`config.mk`:
```
export PLATFORM = sky130hd
export DESIGN_NAME = jt49_busq
export DESIGN_NICKNAME = d
export VERILOG_FILES = /design/src/rtl/jt49_busq.sv
export SDC_FILE = /design/constraint.sdc
export NUM_CORES = 1
export LEC_CHECK = 0
export BUFFER_PORTS_ARGS = -buffer_cell sky130_fd_sc_hd__buf_4
export CAP_MARGIN = 20
export CORE_MARGIN = 1
export CORE_UTILIZATION = 50
export DETAILED_ROUTE_END_ITERATION = 7
export PLACE_DENSITY_LB_ADDON = 0.05
export SYNTH_ARGS = -nofsm -noshare
export SYNTH_HDL_FRONTEND = slang
export SYNTH_SLANG_ARGS = --single-unit
```
`constraint.sdc`:
```
create_clock -name clk -period 3.08 [get_ports clk]
set_input_delay 0.616 -clock clk [delete_from_list [all_inputs] [get_ports clk]]
set_output_delay 0.616 -clock clk [all_outputs]
set_load 0.02 [all_outputs]
```
`src/rtl/jt49_busq.sv`:
```
// Host request queue in front of the jt49 PSG: buffers register reads/writes in a
// FIFO and replays each one as a single-cycle cs_n strobe, followed by an idle gap.
module jt49_busq #(
  parameter int AW  = 3,
  parameter int GAP = 2
) (
  input  logic          clk,
  input  logic          rst_n,
  input  logic          flush,
  input  logic          req_valid,
  output logic          req_ready,
  input  logic          req_rd,
  input  logic [3:0]    req_addr,
  input  logic [7:0]    req_data,
  output logic          rd_valid,
  output logic [7:0]    rd_data,
  output logic [AW:0]   level,
  output logic          busy,
  output logic          psg_cs_n,
  output logic          psg_wr_n,
  output logic [3:0]    psg_addr,
  output logic [7:0]    psg_din,
  input  logic [7:0]    psg_dout
);

  // Handshake: a request transfers on a rising edge where req_valid && req_ready.
  // req_valid may be held while req_ready is low; the request fields must stay
  // stable until the transfer edge.

  localparam int DEPTH = 1 << AW;
  localparam logic [AW:0]   FULL_LVL = {1'b1, {AW{1'b0}}};
  localparam logic [AW:0]   LVL_ONE  = 1;
  localparam logic [AW-1:0] PTR_ONE  = 1;
  localparam logic [3:0]    GAP_LAST = (GAP == 0) ? 4'd0 : 4'(GAP - 1);

  typedef enum logic [1:0] {
    S_IDLE,
    S_ACCESS,
    S_CAPTURE,
    S_GAP
  } state_t;

  // With GAP=0 the gap state is skipped entirely.
  localparam state_t AFTER_ACCESS = (GAP == 0) ? S_IDLE : S_GAP;

  state_t          state;
  logic [12:0]     mem [DEPTH];
  logic [AW-1:0]   wr_ptr;
  logic [AW-1:0]   rd_ptr;
  logic [3:0]      gap_cnt;
  logic            cur_rd;
  logic            full;
  logic            empty;
  logic            push;
  logic            pop;
  logic            head_rd;
  logic [3:0]      head_addr;
  logic [7:0]      head_data;

  assign full      = (level == FULL_LVL);
  assign empty     = (level == '0);
  assign req_ready = !full && !flush;
  assign push      = req_valid && req_ready;
  // A flush also stops IDLE from launching the head entry in the same cycle.
  assign pop       = (state == S_IDLE) && !empty && !flush;
  assign busy      = (level != '0) || (state != S_IDLE);
  assign {head_rd, head_addr, head_data} = mem[rd_ptr];

  always_ff @(posedge clk) begin
    if (push) mem[wr_ptr] <= {req_rd, req_addr, req_data};
  end

  always_ff @(posedge clk or negedge rst_n) begin
    if (!rst_n) begin
      wr_ptr <= '0;
      rd_ptr <= '0;
      level  <= '0;
    end else if (flush) begin
      rd_ptr <= wr_ptr;
      level  <= '0;
    end else begin
      if (push) wr_ptr <= wr_ptr + PTR_ONE;
      if (pop)  rd_ptr <= rd_ptr + PTR_ONE;
      case ({push, pop})
        2'b10:   level <= level + LVL_ONE;
        2'b01:   level <= level - LVL_ONE;
        default: level <= level;
      endcase
    end
  end

  always_ff @(posedge clk or negedge rst_n) begin
    if (!rst_n) begin
      state    <= S_IDLE;
      psg_cs_n <= 1'b1;
      psg_wr_n <= 1'b1;
      psg_addr <= '0;
      psg_din  <= '0;
      rd_valid <= 1'b0;
      rd_data  <= '0;
      gap_cnt  <= '0;
      cur_rd   <= 1'b0;
    end else begin
      rd_valid <= 1'b0;
      case (state)
        S_IDLE: begin
          if (pop) begin
            cur_rd   <= head_rd;
            psg_addr <= head_addr;
            psg_din  <= head_data;
            psg_wr_n <= head_rd;
            psg_cs_n <= 1'b0;
            state    <= S_ACCESS;
          end
        end
        S_ACCESS: begin
          psg_cs_n <= 1'b1;
          psg_wr_n <= 1'b1;
          gap_cnt  <= '0;
          state    <= cur_rd ? S_CAPTURE : AFTER_ACCESS;
        end
        S_CAPTURE: begin
          // The PSG registered dout on the strobe edge, so it is stable now.
          rd_data  <= psg_dout;
          rd_valid <= 1'b1;
          state    <= AFTER_ACCESS;
        end
        S_GAP: begin
          if (gap_cnt == GAP_LAST) state <= S_IDLE;
          else                     gap_cnt <= gap_cnt + 4'd1;
        end
        default: state <= S_IDLE;
      endcase
    end
  end

endmodule

```
==> reports/qor.log, run 1 <==
qor: run_status.run_status complete, no violations
qor: floorplanning.die_area 12230 sq um
qor: worst_setup_path.crit_slowest_cell sky130_fd_sc_hd__dfrtp_1
qor: floorplanning.die_width 110.6 microns
qor: synthesis.ys_top_cells_by_count 104 x sky130_fd_sc_hd__edfxtp_1, 38 x sky130_fd_sc_hd__dfrtp_1, 26 x sky130_fd_sc_hd__mux4_2, 26 x sky130_fd_sc_hd__nand2_1, 20 x sky130_fd_sc_hd__o21ai_0
qor: power_and_ir_drop.post-layout-total-power 6.994 mW
qor: worst_setup_path.critical_path.n_buffers_inverters 1
qor: synthesis.postSynth.asyncResetShare 27.78%
qor: worst_setup_path.reg2regPathDepth 10
qor: synthesis.post_synth_instance_area 5898 sq um
qor: worst_setup_path.path_class register to register
qor: global_routing.first_global_vias 3342
qor: power_and_ir_drop.power_density_normalized_to_cell_area 978.0 nW/um^2
qor: global_routing.grt_max_degree 41
qor: sta.finalHoldViolCount 0
qor: synthesis.synthesis.instances 348
qor: cts.clk_path_buf_depth 2
qor: synthesis.synth_seq_cells 144
qor: synthesis.yosys.cell_types.count 45
qor: floorplanning.initial_core_util 51.43%
qor: global_routing.first_pass_grt_wire_length 17720 microns
qor: cts.clock_tree_from_tritoncts done
qor: worst_setup_path.worstReg2RegStart state[0]
qor: power_and_ir_drop.p_leak 2.662 nW
qor: sta.fin_crit 2.548 ns
qor: sta.setup_total_negative_slack 0 ns
qor: place.gp_congestion 0.7891
qor: routing.drtIter0Drc 178
qor: cts.clk_root_buffer_cell sky130_fd_sc_hd__clkbuf_16
qor: worst_setup_path.endpoint_kind register
qor: synthesis.yosysWarnings 0
qor: synthesis.yosysMostFrequentCell sky130_fd_sc_hd__edfxtp_1
qor: synthesis.postSynth.topFlopCell sky130_fd_sc_hd__edfxtp_1
qor: sta.post-route-period-util 82.73%
qor: global_routing.antenna_found_initial 0
qor: routing.pre_repair_dr_iteration_count 4
qor: routing.post_drt_via_cell_ratio 5.575
qor: power_and_ir_drop.clockPowerShare 31.5%
qor: flow_run.drv_cap 0
qor: layout.inserted_diodes 0
qor: cts.clock_input_transition_at_the_sequential_cells_of_the_worst_setup_and_hold_paths 0.06 ns
qor: place.dp.final_hpwl 6483 microns
qor: cts.clock_sinks 144
qor: sta.report.final.slew_viol_count 0
qor: cts.cts_buffers 17
qor: worst_setup_path.worstSetupEndpoint level[3]
qor: routing.route.antenna.remaining_nets 0
qor: floorplanning.io-pin-count 54
qor: layout.number_of_filler_cells_placed_in_the_layout 854
qor: sta.clock_skew 0.006599 ns
qor: worst_setup_path.r2r_end level[3]
qor: floorplanning.rows 39
qor: worst_setup_path.crit_required 3.42 ns
qor: power_and_ir_drop.power.sequential.fraction 39.9%
qor: synthesis.number_of_enable_type_register_cells_in_the_synthesized_netlist 104
qor: sta.setup-violations-final 0
qor: worst_hold_path.hold_path.class input port to async pin
qor: cts.clock_latency 0.42 ns
qor: floorplanning.die_h 110.6 microns
qor: power_and_ir_drop.switching_power 2.137 mW
qor: power_and_ir_drop.vdd_drop_max 0.0006321 V
qor: place.port_buffers 53
qor: power_and_ir_drop.combinational_power_share 28.6%
qor: worst_setup_path.worstPathArrival 2.88 ns
qor: layout.area_growth 21.26%
qor: routing.remaining_drc_errors 0
qor: synthesis.postSynthAreaPerCell 16.95 sq um
qor: power_and_ir_drop.cellInternalPower 4.857 mW
qor: layout.finish.net_count 450
qor: worst_setup_path.crit_path_max_incr_delay 0.40 ns
qor: global_routing.globalRoute.totalOverflow 0
qor: worst_setup_path.crit_path_start_kind register
qor: sta.max-slew-margin-rel 40.97%
qor: routing.wire_per_inst 19.21 microns
qor: synthesis.yosys-top-cells-area sky130_fd_sc_hd__edfxtp_1 53%, sky130_fd_sc_hd__dfrtp_1 16%, sky130_fd_sc_hd__mux4_2 9.9%, sky130_fd_sc_hd__mux2i_1 2.4%, sky130_fd_sc_hd__ha_1 2.3%
qor: routing.drt-total-wl 10950 microns
qor: synthesis.ys_seq_area_share 69.96%
qor: worst_setup_path.timing.critical_path.cells inv_1 > ha_1 > o41a_1 > nand2b_1 > nor2_1 > ha_1 > a31oi_1 > nor4_1 > a311o_1 > o21ai_0
qor: cts.post_cts_hold_buffer_count 0
qor: cts.h-tree-depth 4
qor: routing.vias 3178
qor: sta.grt_setup_unrepaired false
qor: worst_setup_path.crit_path_max_fanout 8
qor: worst_setup_path.depth_of_the_critical_timing_path_with_buffers_and_inverters_included 10
qor: worst_setup_path.r2r_slack 0.53 ns
qor: synthesis.synth_largest_area_cell sky130_fd_sc_hd__edfxtp_1
qor: power_and_ir_drop.swShare 30.55%
qor: floorplanning.floorplan.core_area 11470 sq um
qor: synthesis.post-synth-top-area-fraction 52.95%
qor: synthesis.synthesis.nets 384
qor: global_routing.gr-usage-all-layers 19.79%
qor: sta.max_slew.worst_pin.slew 0.8779 ns
qor: worst_setup_path.timing.critical_path.mode_cell sky130_fd_sc_hd__ha_1
qor: worst_setup_path.critPathLaunch state[0]
qor: cts.post_cts_resized 0
qor: cts.postCtsSetupBuffers 0
qor: layout.final_layout_size_suffix_gt1_share 33.49%
qor: worst_setup_path.timing.critical_path.max_delay_family compound AO/OA/AOI/OAI gates
qor: sta.fmax 0.3925 GHz
## kinds of logic (layout without fill, tap and decap cells)
logic type | Yosys count | after routing | share of synthesized area [%]
simple gates | 70 | 70 | 6.003
mux | 49 | 49 | 14.02
xor+xnor | 6 | 6 | 0.8910
compound gates | 43 | 43 | 4.964
buf+inv | 25 | 104 | 1.824
fa+ha+maj | 11 | 11 | 2.333
flops | 144 | 144 | 69.96
## power by group through the flow
stage / registers [mW] / logic (mW) / clock network, mW
final: 2.79 / 2.00 / 2.21
after global routing: 2.85 / 2.20 / 2.32
after CTS: 2.80 / 2.04 / 2.25
after detailed placement: 2.83 / 2.03 / 0
after global placement: 2.81 / 2.00 / 0
after floorplan: 2.86 / 1.31 / 0
## layout make-up
cell class | count | area [sq um] | share of cell area (%)
clock inverters | 14 | 212.7 | 2.974
clock buffers | 18 | 429.2 | 6.001
flip-flops and latches | 144 | 4126 | 57.70
inverters | 7 | 26.28 | 0.3674
well taps | 143 | 178.9 | 2.502
repair buffers | 65 | 488.0 | 6.823
multi-input cells | 179 | 1690 | 23.64
## worst reg2reg max path: stages (launching register included)
cell and delay, ns:
sky130_fd_sc_hd__dfrtp_1 0.40, sky130_fd_sc_hd__inv_1 0.15, sky130_fd_sc_hd__ha_1 0.35, sky130_fd_sc_hd__o41a_1 0.33
sky130_fd_sc_hd__nand2b_1 0.11, sky130_fd_sc_hd__nor2_1 0.17, sky130_fd_sc_hd__ha_1 0.30, sky130_fd_sc_hd__a31oi_1 0.18
sky130_fd_sc_hd__nor4_1 0.08, sky130_fd_sc_hd__a311o_1 0.32, sky130_fd_sc_hd__o21ai_0 0.07
## per-stage QoR
stage	util (%)	cell area, sq um	cells	hold WS [ns]	setup WS, ns
detailed placement	56.77	6510	538	0.4720	0.5315
global placement	56.77	6510	538	0.4635	0.6056
floorplan	-	5898	348	0.3204	0.2163
global route	62.37	7152	570	0.2191	0.2717
CTS	62.37	7152	570	0.1934	0.5218
finish	62.37	7152	570	0.1808	0.5319
## placed cells by master (no fill, tap or decap), drive strengths merged, types with 11 or more instances in the layout
cell type	n
edfxtp	104
buf	65
dfrtp	38
nand2	26
mux4	26
o21ai	22
clkbuf	18
nor2	14
mux2i	14
ha	11
## state kept, by name, summed over array words and instances, names as in the netlist
name / cells
rd_data: 8
rd_valid: 1
psg_wr_n: 1
level: 4
psg_din: 8
gap_cnt: 4
cur_rd: 1
mem: 104
rd_ptr: 3
wr_ptr: 3
state: 2
psg_cs_n: 1
psg_addr: 4
## worst min-delay path by stage
stage                     startpoint         end  slack [ns]
after floorplan                rst_n      cur_rd        0.32
after global routing           rst_n    level[0]        0.22
final                          rst_n    level[0]        0.18
after CTS                      rst_n    level[0]        0.19
after global placement    psg_din[6]  psg_din[6]        0.46
after detailed placement  psg_din[5]  psg_din[5]        0.47
## metal layers
metal | wire (microns) | track usage, %
met5 | 0 | 0
met4 | 187 | 8.533
met3 | 426 | 4.885
met2 | 5682 | 33.17
met1 | 4652 | 24.50
Power figures use the tool's default switching activity.
==> run 2: changes to the inputs <==
==> constraint.sdc (replaced) <==
create_clock -name clk -period 2.6 [get_ports clk]
set_input_delay 0.52 -clock clk [delete_from_list [all_inputs] [get_ports clk]]
set_output_delay 0.52 -clock clk [all_outputs]
set_load 0.02 [all_outputs]
==> run 2 against run 1 <==
  * Power grew 16%
  * Via count rose by 2.5%
  * Sequential cell count unchanged
  * Largest cell class unchanged
  * Global-route usage grew 0.21 points
  * Hold slack got worse by 0.089 ns
  * Sequential power increased by 14%
==> reports/qor.log, run 2 (same netlist as run 1, synthesis figures left out) <==
qor: sta.max_slew.worst_pin.slew 0.6159 ns [-0.2620 ns]
qor: power_and_ir_drop.post-layout-total-power 8.133 mW [+16%]
qor: routing.pre_repair_dr_iteration_count 6 [+2]
qor: floorplanning.die_h 110.6 microns [unchanged]
qor: worst_setup_path.endpoint_kind register
qor: global_routing.gr-usage-all-layers 20.00% [+0.21 points]
qor: floorplanning.io-pin-count 54 [unchanged]
qor: floorplanning.rows 39 [unchanged]
qor: cts.clk_path_buf_depth 2 [unchanged]
qor: routing.drtIter0Drc 201 [+13%]
qor: layout.finish.net_count 461 [+2.4%]
qor: layout.inserted_diodes 0 [unchanged]
qor: sta.fin_crit 2.364 ns [-0.1838 ns]
qor: place.port_buffers 53 [unchanged]
qor: sta.max-slew-margin-rel 58.49% [+18 points]
qor: cts.clock_tree_from_tritoncts done
qor: sta.setup-violations-final 0 [unchanged]
qor: sta.grt_setup_unrepaired false
qor: floorplanning.die_area 12230 sq um [unchanged]
qor: floorplanning.die_width 110.6 microns [unchanged]
qor: routing.wire_per_inst 19.03 microns [-0.94%]
qor: place.gp_congestion 0.7729 [-2.1%]
qor: cts.postCtsSetupBuffers 0 [unchanged]
qor: routing.drt-total-wl 11050 microns [+0.97%]
qor: global_routing.globalRoute.totalOverflow 0 [unchanged]
qor: layout.final_layout_size_suffix_gt1_share 34.25% [+0.76 points]
qor: sta.final.setup.worst_slack 0.2358 ns [-0.2962 ns]
qor: sta.finalHoldViolCount 0 [unchanged]
qor: place.dp.final_hpwl 6858 microns [+5.8%]
qor: layout.mostFrequentLayoutCell sky130_fd_sc_hd__edfxtp_1
qor: layout.top_regs mem x104, psg_din x8, rd_data x8
qor: global_routing.first_global_vias 3272 [-2.1%]
qor: sta.setup_total_negative_slack 0 ns [unchanged]
qor: cts.clock_input_transition_at_the_sequential_cells_of_the_worst_setup_and_hold_paths 0.06 ns [about the same]
qor: routing.vias 3259 [+2.5%]
qor: worst_setup_path.crit_path_max_fanout 6 [-2]
qor: cts.cts_buffers 17 [unchanged]
qor: routing.post_drt_via_cell_ratio 5.609 [+0.61%]
qor: flow_run.drv_cap 0 [unchanged]
qor: cts.h-tree-depth 4 [unchanged]
qor: cts.clk_root_buffer_cell sky130_fd_sc_hd__clkbuf_16
qor: power_and_ir_drop.power_density_normalized_to_cell_area 1134 nW/um^2 [+16%]
qor: layout.number_of_filler_cells_placed_in_the_layout 861 [+0.82%]
qor: layout.layout.cell_area.non_filler 7174 sq um [+0.31%]
qor: power_and_ir_drop.vdd_drop_max 0.0007811 V [+24%]
qor: floorplanning.initial_core_util 51.43% [unchanged]
qor: layout.largest_register_ffs 104 [unchanged]
qor: sta.post-route-period-util 90.93% [+8.2 points]
qor: worst_hold_path.hold_path.class input port to async pin
qor: cts.clock_sinks 144 [unchanged]
qor: routing.remaining_drc_errors 0 [unchanged]
qor: layout.post_layout_nonfiller_instances 581 [+1.9%]
qor: sta.clock_skew 0.007365 ns [+0.0007662 ns]
qor: layout.multi_input_area 1690 sq um [unchanged]
qor: layout.final-seq-area 4126 sq um [unchanged]
qor: layout.area_growth 21.64%
qor: cts.post_cts_hold_buffer_count 0 [unchanged]
qor: routing.route.antenna.remaining_nets 0 [unchanged]
qor: cts.clock_latency 0.42 ns [about the same]
qor: global_routing.first_pass_grt_wire_length 17830 microns [+0.62%]
qor: sta.report.final.slew_viol_count 0 [unchanged]
qor: global_routing.grt_max_degree 41 [unchanged]
qor: run_status.run_status complete, no violations
qor: layout.mostFrequentLayoutCells 104 x sky130_fd_sc_hd__edfxtp_1, 75 x sky130_fd_sc_hd__buf_4, 38 x sky130_fd_sc_hd__dfrtp_1
qor: place.pre_cts_slack 0.2421 ns [-0.2893 ns]
qor: worst_setup_path.worstPathArrival 2.69 ns [-0.19 ns]
qor: place.placedInstanceArea 6605 sq um [+1.5%]
qor: worst_setup_path.crit_path_start_kind register
qor: global_routing.antenna_found_initial 0 [unchanged]
qor: layout.registers.top_by_ff_count mem
qor: cts.post_cts_resized 0 [unchanged]
qor: place.placed_cells_incl_taps 549 [+2.0%]
qor: worst_setup_path.crit_required 2.93 ns [-0.49 ns]
qor: power_and_ir_drop.p_leak 2.692 nW [+1.1%]
qor: worst_setup_path.path_class register to register
qor: sta.fmax 0.4230 GHz [+7.8%]
qor: floorplanning.floorplan.core_area 11470 sq um [unchanged]
## run 2: area by class of cell
cell class,instances,area share (%)
clock buffers,23,6.383
clock inverters,9,1.552
inverters,7,0.3662
multi-input cells,179,23.56
flip-flops and latches,144,57.52
well taps,143,2.494
repair buffers,76,8.127
## run 2: worst max-delay path: stages (launching register included)
cell and delay [ns]:
sky130_fd_sc_hd__dfrtp_1 0.40, sky130_fd_sc_hd__inv_1 0.15, sky130_fd_sc_hd__ha_1 0.19, sky130_fd_sc_hd__o41a_1 0.28
sky130_fd_sc_hd__nand2b_1 0.11, sky130_fd_sc_hd__nor2_1 0.17, sky130_fd_sc_hd__ha_1 0.31, sky130_fd_sc_hd__a31oi_1 0.19
sky130_fd_sc_hd__nor4_1 0.08, sky130_fd_sc_hd__a311o_1 0.32, sky130_fd_sc_hd__o21ai_0 0.08
## run 2: worst paths after layout
path	startpoint	to	slack [ns]	cells past startpoint
worst max-delay path	state[0]	level[3]	0.24	10
worst min-delay path	rst_n	psg_addr[1]	0.09	1
worst max register to register	state[0]	level[3]	0.24	10
worst min register to register	psg_din[0]	psg_din[0]	0.48	2
max in group asynchronous	rst_n	psg_wr_n	2.13	1
min in group clk	req_data[4]	mem[1][4]	0.33	1
## run 2: power by group
part | switching (mW) | total [mW] | internal (mW)
combinational | 1.36 | 2.61 | 1.25
clock | 0.894 | 2.33 | 1.44
sequential | 0.288 | 3.18 | 2.90
total | 2.54 | 8.13 | 5.59
## run 2: per-stage QoR
stage | hold slack, ns | utilization, %
floorplan | 0.2244 | -
global placement | 0.4679 | 57.60
detailed placement | 0.4744 | 57.60
CTS | 0.09789 | 62.56
global route | 0.1218 | 62.56
finish | 0.09211 | 62.56
## run 2: metal layers
layer / GRT usage [%] / part of all wire (%) / vias to the layer above
li1: - / - / 1509
met1: 25.92 / 45 / 1661
met2: 31.80 / 49 / 72
met3: 5.982 / 4.1 / 17
met4: 8.000 / 1.6 / 0
met5: 0 / 0 / -
==> run 3: changes to the inputs <==
--- a/config.mk
+++ b/config.mk
@@ -7,6 +7,8 @@
 export LEC_CHECK = 0
 export BUFFER_PORTS_ARGS = -buffer_cell sky130_fd_sc_hd__buf_4
 export CAP_MARGIN = 20
+export CELL_PAD_IN_SITES_DETAIL_PLACEMENT = 0
+export CELL_PAD_IN_SITES_GLOBAL_PLACEMENT = 1
 export CORE_MARGIN = 1
 export CORE_UTILIZATION = 50
 export DETAILED_ROUTE_END_ITERATION = 7
==> run 3 against run 2 <==
  * Non-clock buffer count shrank 1
  * Power shrank 0.51%
  * Sequential power grew 3%
  * Combinational power shrank 2%
  * Cell count shrank 0.17%
  * Global-route usage shrank 0.31 points
  * Count of clock-buffer cells in the layout shrank 4
  * Utilization shrank 0.20 points
  * Sequential cell count is the same
  * Critical endpoint unchanged
  * Cell area shrank 0.31%
==> reports/qor.log, run 3 (same netlist as run 1, synthesis figures left out) <==
qor: cts.postCtsSetupBuffers 0 [unchanged]
qor: routing.pre_repair_dr_iteration_count 6 [unchanged]
qor: power_and_ir_drop.cellInternalPower 5.537 mW [-0.93%]
qor: layout.post_layout_nonfiller_instances 580 [-0.17%]
qor: sta.fin_crit 2.289 ns [-0.07479 ns]
qor: cts.clock_tree_from_tritoncts done
qor: place.placed_cells_incl_taps 548 [-0.18%]
qor: layout.final_layout_size_suffix_gt1_share 33.87% [-0.38 points]
qor: floorplanning.die_area 12230 sq um [unchanged]
qor: global_routing.globalRoute.totalOverflow 0 [unchanged]
qor: layout.top_regs mem x104, psg_din x8, rd_data x8
qor: layout.number_of_filler_cells_placed_in_the_layout 854 [-0.81%]
qor: global_routing.first_pass_grt_wire_length 17530 microns [-1.7%]
qor: sta.max-slew-margin-rel 59.05% [+0.56 points]
qor: power_and_ir_drop.p_leak 2.677 nW [-0.55%]
qor: cts.post_cts_resized 0 [unchanged]
qor: global_routing.first_global_vias 3191 [-2.5%]
qor: layout.finish.net_count 460 [-0.22%]
qor: sta.clock_skew 0.004089 ns [-0.003276 ns]
qor: place.port_buffers 53 [unchanged]
qor: layout.registers.top_by_ff_count mem
qor: worst_setup_path.worstPathArrival 2.58 ns [-0.11 ns]
qor: routing.wire_per_inst 19.05 microns [+0.12%]
qor: power_and_ir_drop.post-layout-total-power 8.092 mW [-0.51%]
qor: sta.setup_total_negative_slack 0 ns [unchanged]
qor: power_and_ir_drop.switching_power 2.555 mW [+0.42%]
qor: layout.mostFrequentLayoutCells 104 x sky130_fd_sc_hd__edfxtp_1, 74 x sky130_fd_sc_hd__buf_4, 38 x sky130_fd_sc_hd__dfrtp_1
qor: cts.clock_input_transition_at_the_sequential_cells_of_the_worst_setup_and_hold_paths 0.06 ns [about the same]
qor: worst_setup_path.crit_path_start_kind register
qor: global_routing.antenna_found_initial 0 [unchanged]
qor: power_and_ir_drop.vdd_drop_max 0.0008644 V [+11%]
qor: layout.mostFrequentLayoutCell sky130_fd_sc_hd__edfxtp_1
qor: worst_hold_path.hold_path.class input port to async pin
qor: sta.post-route-period-util 88.06% [-2.9 points]
qor: floorplanning.die_h 110.6 microns [unchanged]
qor: worst_setup_path.timing.critical_path.max_delay_family compound AO/OA/AOI/OAI gates
qor: sta.report.final.slew_viol_count 0 [unchanged]
qor: worst_setup_path.endpoint_kind register
qor: power_and_ir_drop.clockPowerShare 28.0% [-0.7 points]
qor: worst_setup_path.reg2regPathDepth 8 [-2]
qor: floorplanning.die_width 110.6 microns [unchanged]
qor: worst_setup_path.crit_path_max_incr_delay 0.50 ns [+0.10 ns]
qor: routing.post_drt_via_cell_ratio 5.517 [-1.6%]
qor: routing.remaining_drc_errors 0 [unchanged]
qor: worst_setup_path.crit_slowest_cell sky130_fd_sc_hd__dfrtp_1
qor: routing.drtIter0Drc 192 [-4.5%]
qor: power_and_ir_drop.combinational_power_share 31.7% [-0.4 points]
qor: worst_setup_path.depth_of_the_critical_timing_path_with_buffers_and_inverters_included 8 [-2]
qor: routing.drt-total-wl 11050 microns [about the same]
qor: run_status.run_status complete, no violations
qor: worst_setup_path.crit_path_max_fanout 10 [+4]
qor: sta.finalHoldViolCount 0 [unchanged]
qor: sta.grt_setup_unrepaired false
qor: cts.h-tree-depth 4 [unchanged]
qor: global_routing.grt_max_degree 41 [unchanged]
qor: layout.inserted_diodes 0 [unchanged]
qor: worst_setup_path.path_class register to register
qor: routing.vias 3200 [-1.8%]
qor: worst_setup_path.crit_required 2.89 ns [-0.04 ns]
qor: cts.clk_path_buf_depth 2 [unchanged]
qor: cts.clk_root_buffer_cell sky130_fd_sc_hd__clkbuf_16
qor: global_routing.gr-usage-all-layers 19.69% [-0.31 points]
qor: power_and_ir_drop.power_density_normalized_to_cell_area 1131 nW/um^2 [-0.19%]
qor: worst_setup_path.timing.critical_path.cells o41a_1 > nand2b_1 > nor2_1 > ha_1 > a31oi_1 > nor4_1 > a311o_1 > o21ai_0
qor: place.pre_cts_slack 0.3596 ns [+0.1175 ns]
qor: place.gp_congestion 0.8175 [+5.8%]
qor: floorplanning.initial_core_util 51.43% [unchanged]
qor: sta.fmax 0.4368 GHz [+3.3%]
qor: floorplanning.rows 39 [unchanged]
qor: routing.route.antenna.remaining_nets 0 [unchanged]
qor: cts.cts_buffers 17 [unchanged]
qor: floorplanning.floorplan.core_area 11470 sq um [unchanged]
qor: power_and_ir_drop.power.sequential.fraction 40.3% [+1.1 points]
qor: layout.largest_register_ffs 104 [unchanged]
qor: flow_run.drv_cap 0 [unchanged]
qor: floorplanning.io-pin-count 54 [unchanged]
qor: sta.setup-violations-final 0 [unchanged]
qor: layout.area_growth 21.26%
qor: cts.post_cts_hold_buffer_count 0 [unchanged]
qor: sta.max_slew.worst_pin.slew 0.6142 ns [-0.001712 ns]
qor: sta.final.setup.worst_slack 0.3106 ns [+0.07479 ns]
qor: cts.clock_latency 0.42 ns [about the same]
qor: place.dp.final_hpwl 6894 microns [+0.53%]
qor: worst_setup_path.critical_path.n_buffers_inverters 0 [-1]
qor: cts.clock_sinks 144 [unchanged]
qor: power_and_ir_drop.swShare 31.57% [+0.29 points]
-- run 3: cell types whose count changed in the layout (fill, tap and decap cells not counted) --
cell,before,now
sky130_fd_sc_hd__clkbuf_8,1,0
sky130_fd_sc_hd__clkbuf_1,5,2
sky130_fd_sc_hd__buf_4,75,74
sky130_fd_sc_hd__clkinv_2,2,3
sky130_fd_sc_hd__clkinv_1,0,4
sky130_fd_sc_hd__inv_6,2,0
sky130_fd_sc_hd__clkinvlp_4,2,3
-- run 3: final timing paths --
kind / slack, ns / startpoint / endpoint
max in group asynchronous: 2.15 / rst_n / psg_cs_n
min in group clk: 0.33 / req_addr[1] / mem[5][9]
worst max-delay path: 0.31 / level[0] / level[3]
worst max register to register: 0.31 / level[0] / level[3]
worst min register to register: 0.48 / psg_din[7] / psg_din[7]
worst min-delay path: 0.07 / rst_n / level[0]
-- run 3: power groups by stage --
stage                     clock network, mW  registers (mW)  logic [mW]
after floorplan                           0            3.39        1.56
after global placement                    0            3.29        2.57
after detailed placement                  0            3.31        2.60
after CTS                              2.31            3.27        2.61
after global routing                   2.40            3.32        2.80
final                                  2.26            3.26        2.57
-- run 3: per-stage QoR --
step	util, %	hold slack [ns]	cell area, sq um
floorplan	-	0.2244	5904
global placement	57.53	0.4620	6598
detailed placement	57.53	0.4734	6598
CTS	62.37	0.08338	7152
global route	62.37	0.1074	7152
finish	62.37	0.06586	7152
-- run 3: area by class of cell --
class / instances / area [sq um] / area share (%)
inverters: 7 / 26.28 / 0.3674
multi-input cells: 179 / 1690 / 23.64
repair buffers: 75 / 575.6 / 8.048
clock buffers: 19 / 432.9 / 6.053
flip-flops and latches: 144 / 4126 / 57.70
well taps: 143 / 178.9 / 2.502
clock inverters: 13 / 121.4 / 1.697
-- run 3: metal layers --
layer	routed length (microns)	global-route usage, %
met1	5173	25.92
met2	5292	31.01
met3	402	5.269
met4	180	8.533
met5	0	0
-- run 3: worst reg2reg max path: stages, from the launching register on --
cell,delay (ns)
sky130_fd_sc_hd__dfrtp_1,0.50
sky130_fd_sc_hd__o41a_1,0.47
sky130_fd_sc_hd__nand2b_1,0.11
sky130_fd_sc_hd__nor2_1,0.08
sky130_fd_sc_hd__ha_1,0.35
sky130_fd_sc_hd__a31oi_1,0.11
sky130_fd_sc_hd__nor4_1,0.28
sky130_fd_sc_hd__a311o_1,0.18
sky130_fd_sc_hd__o21ai_0,0.08
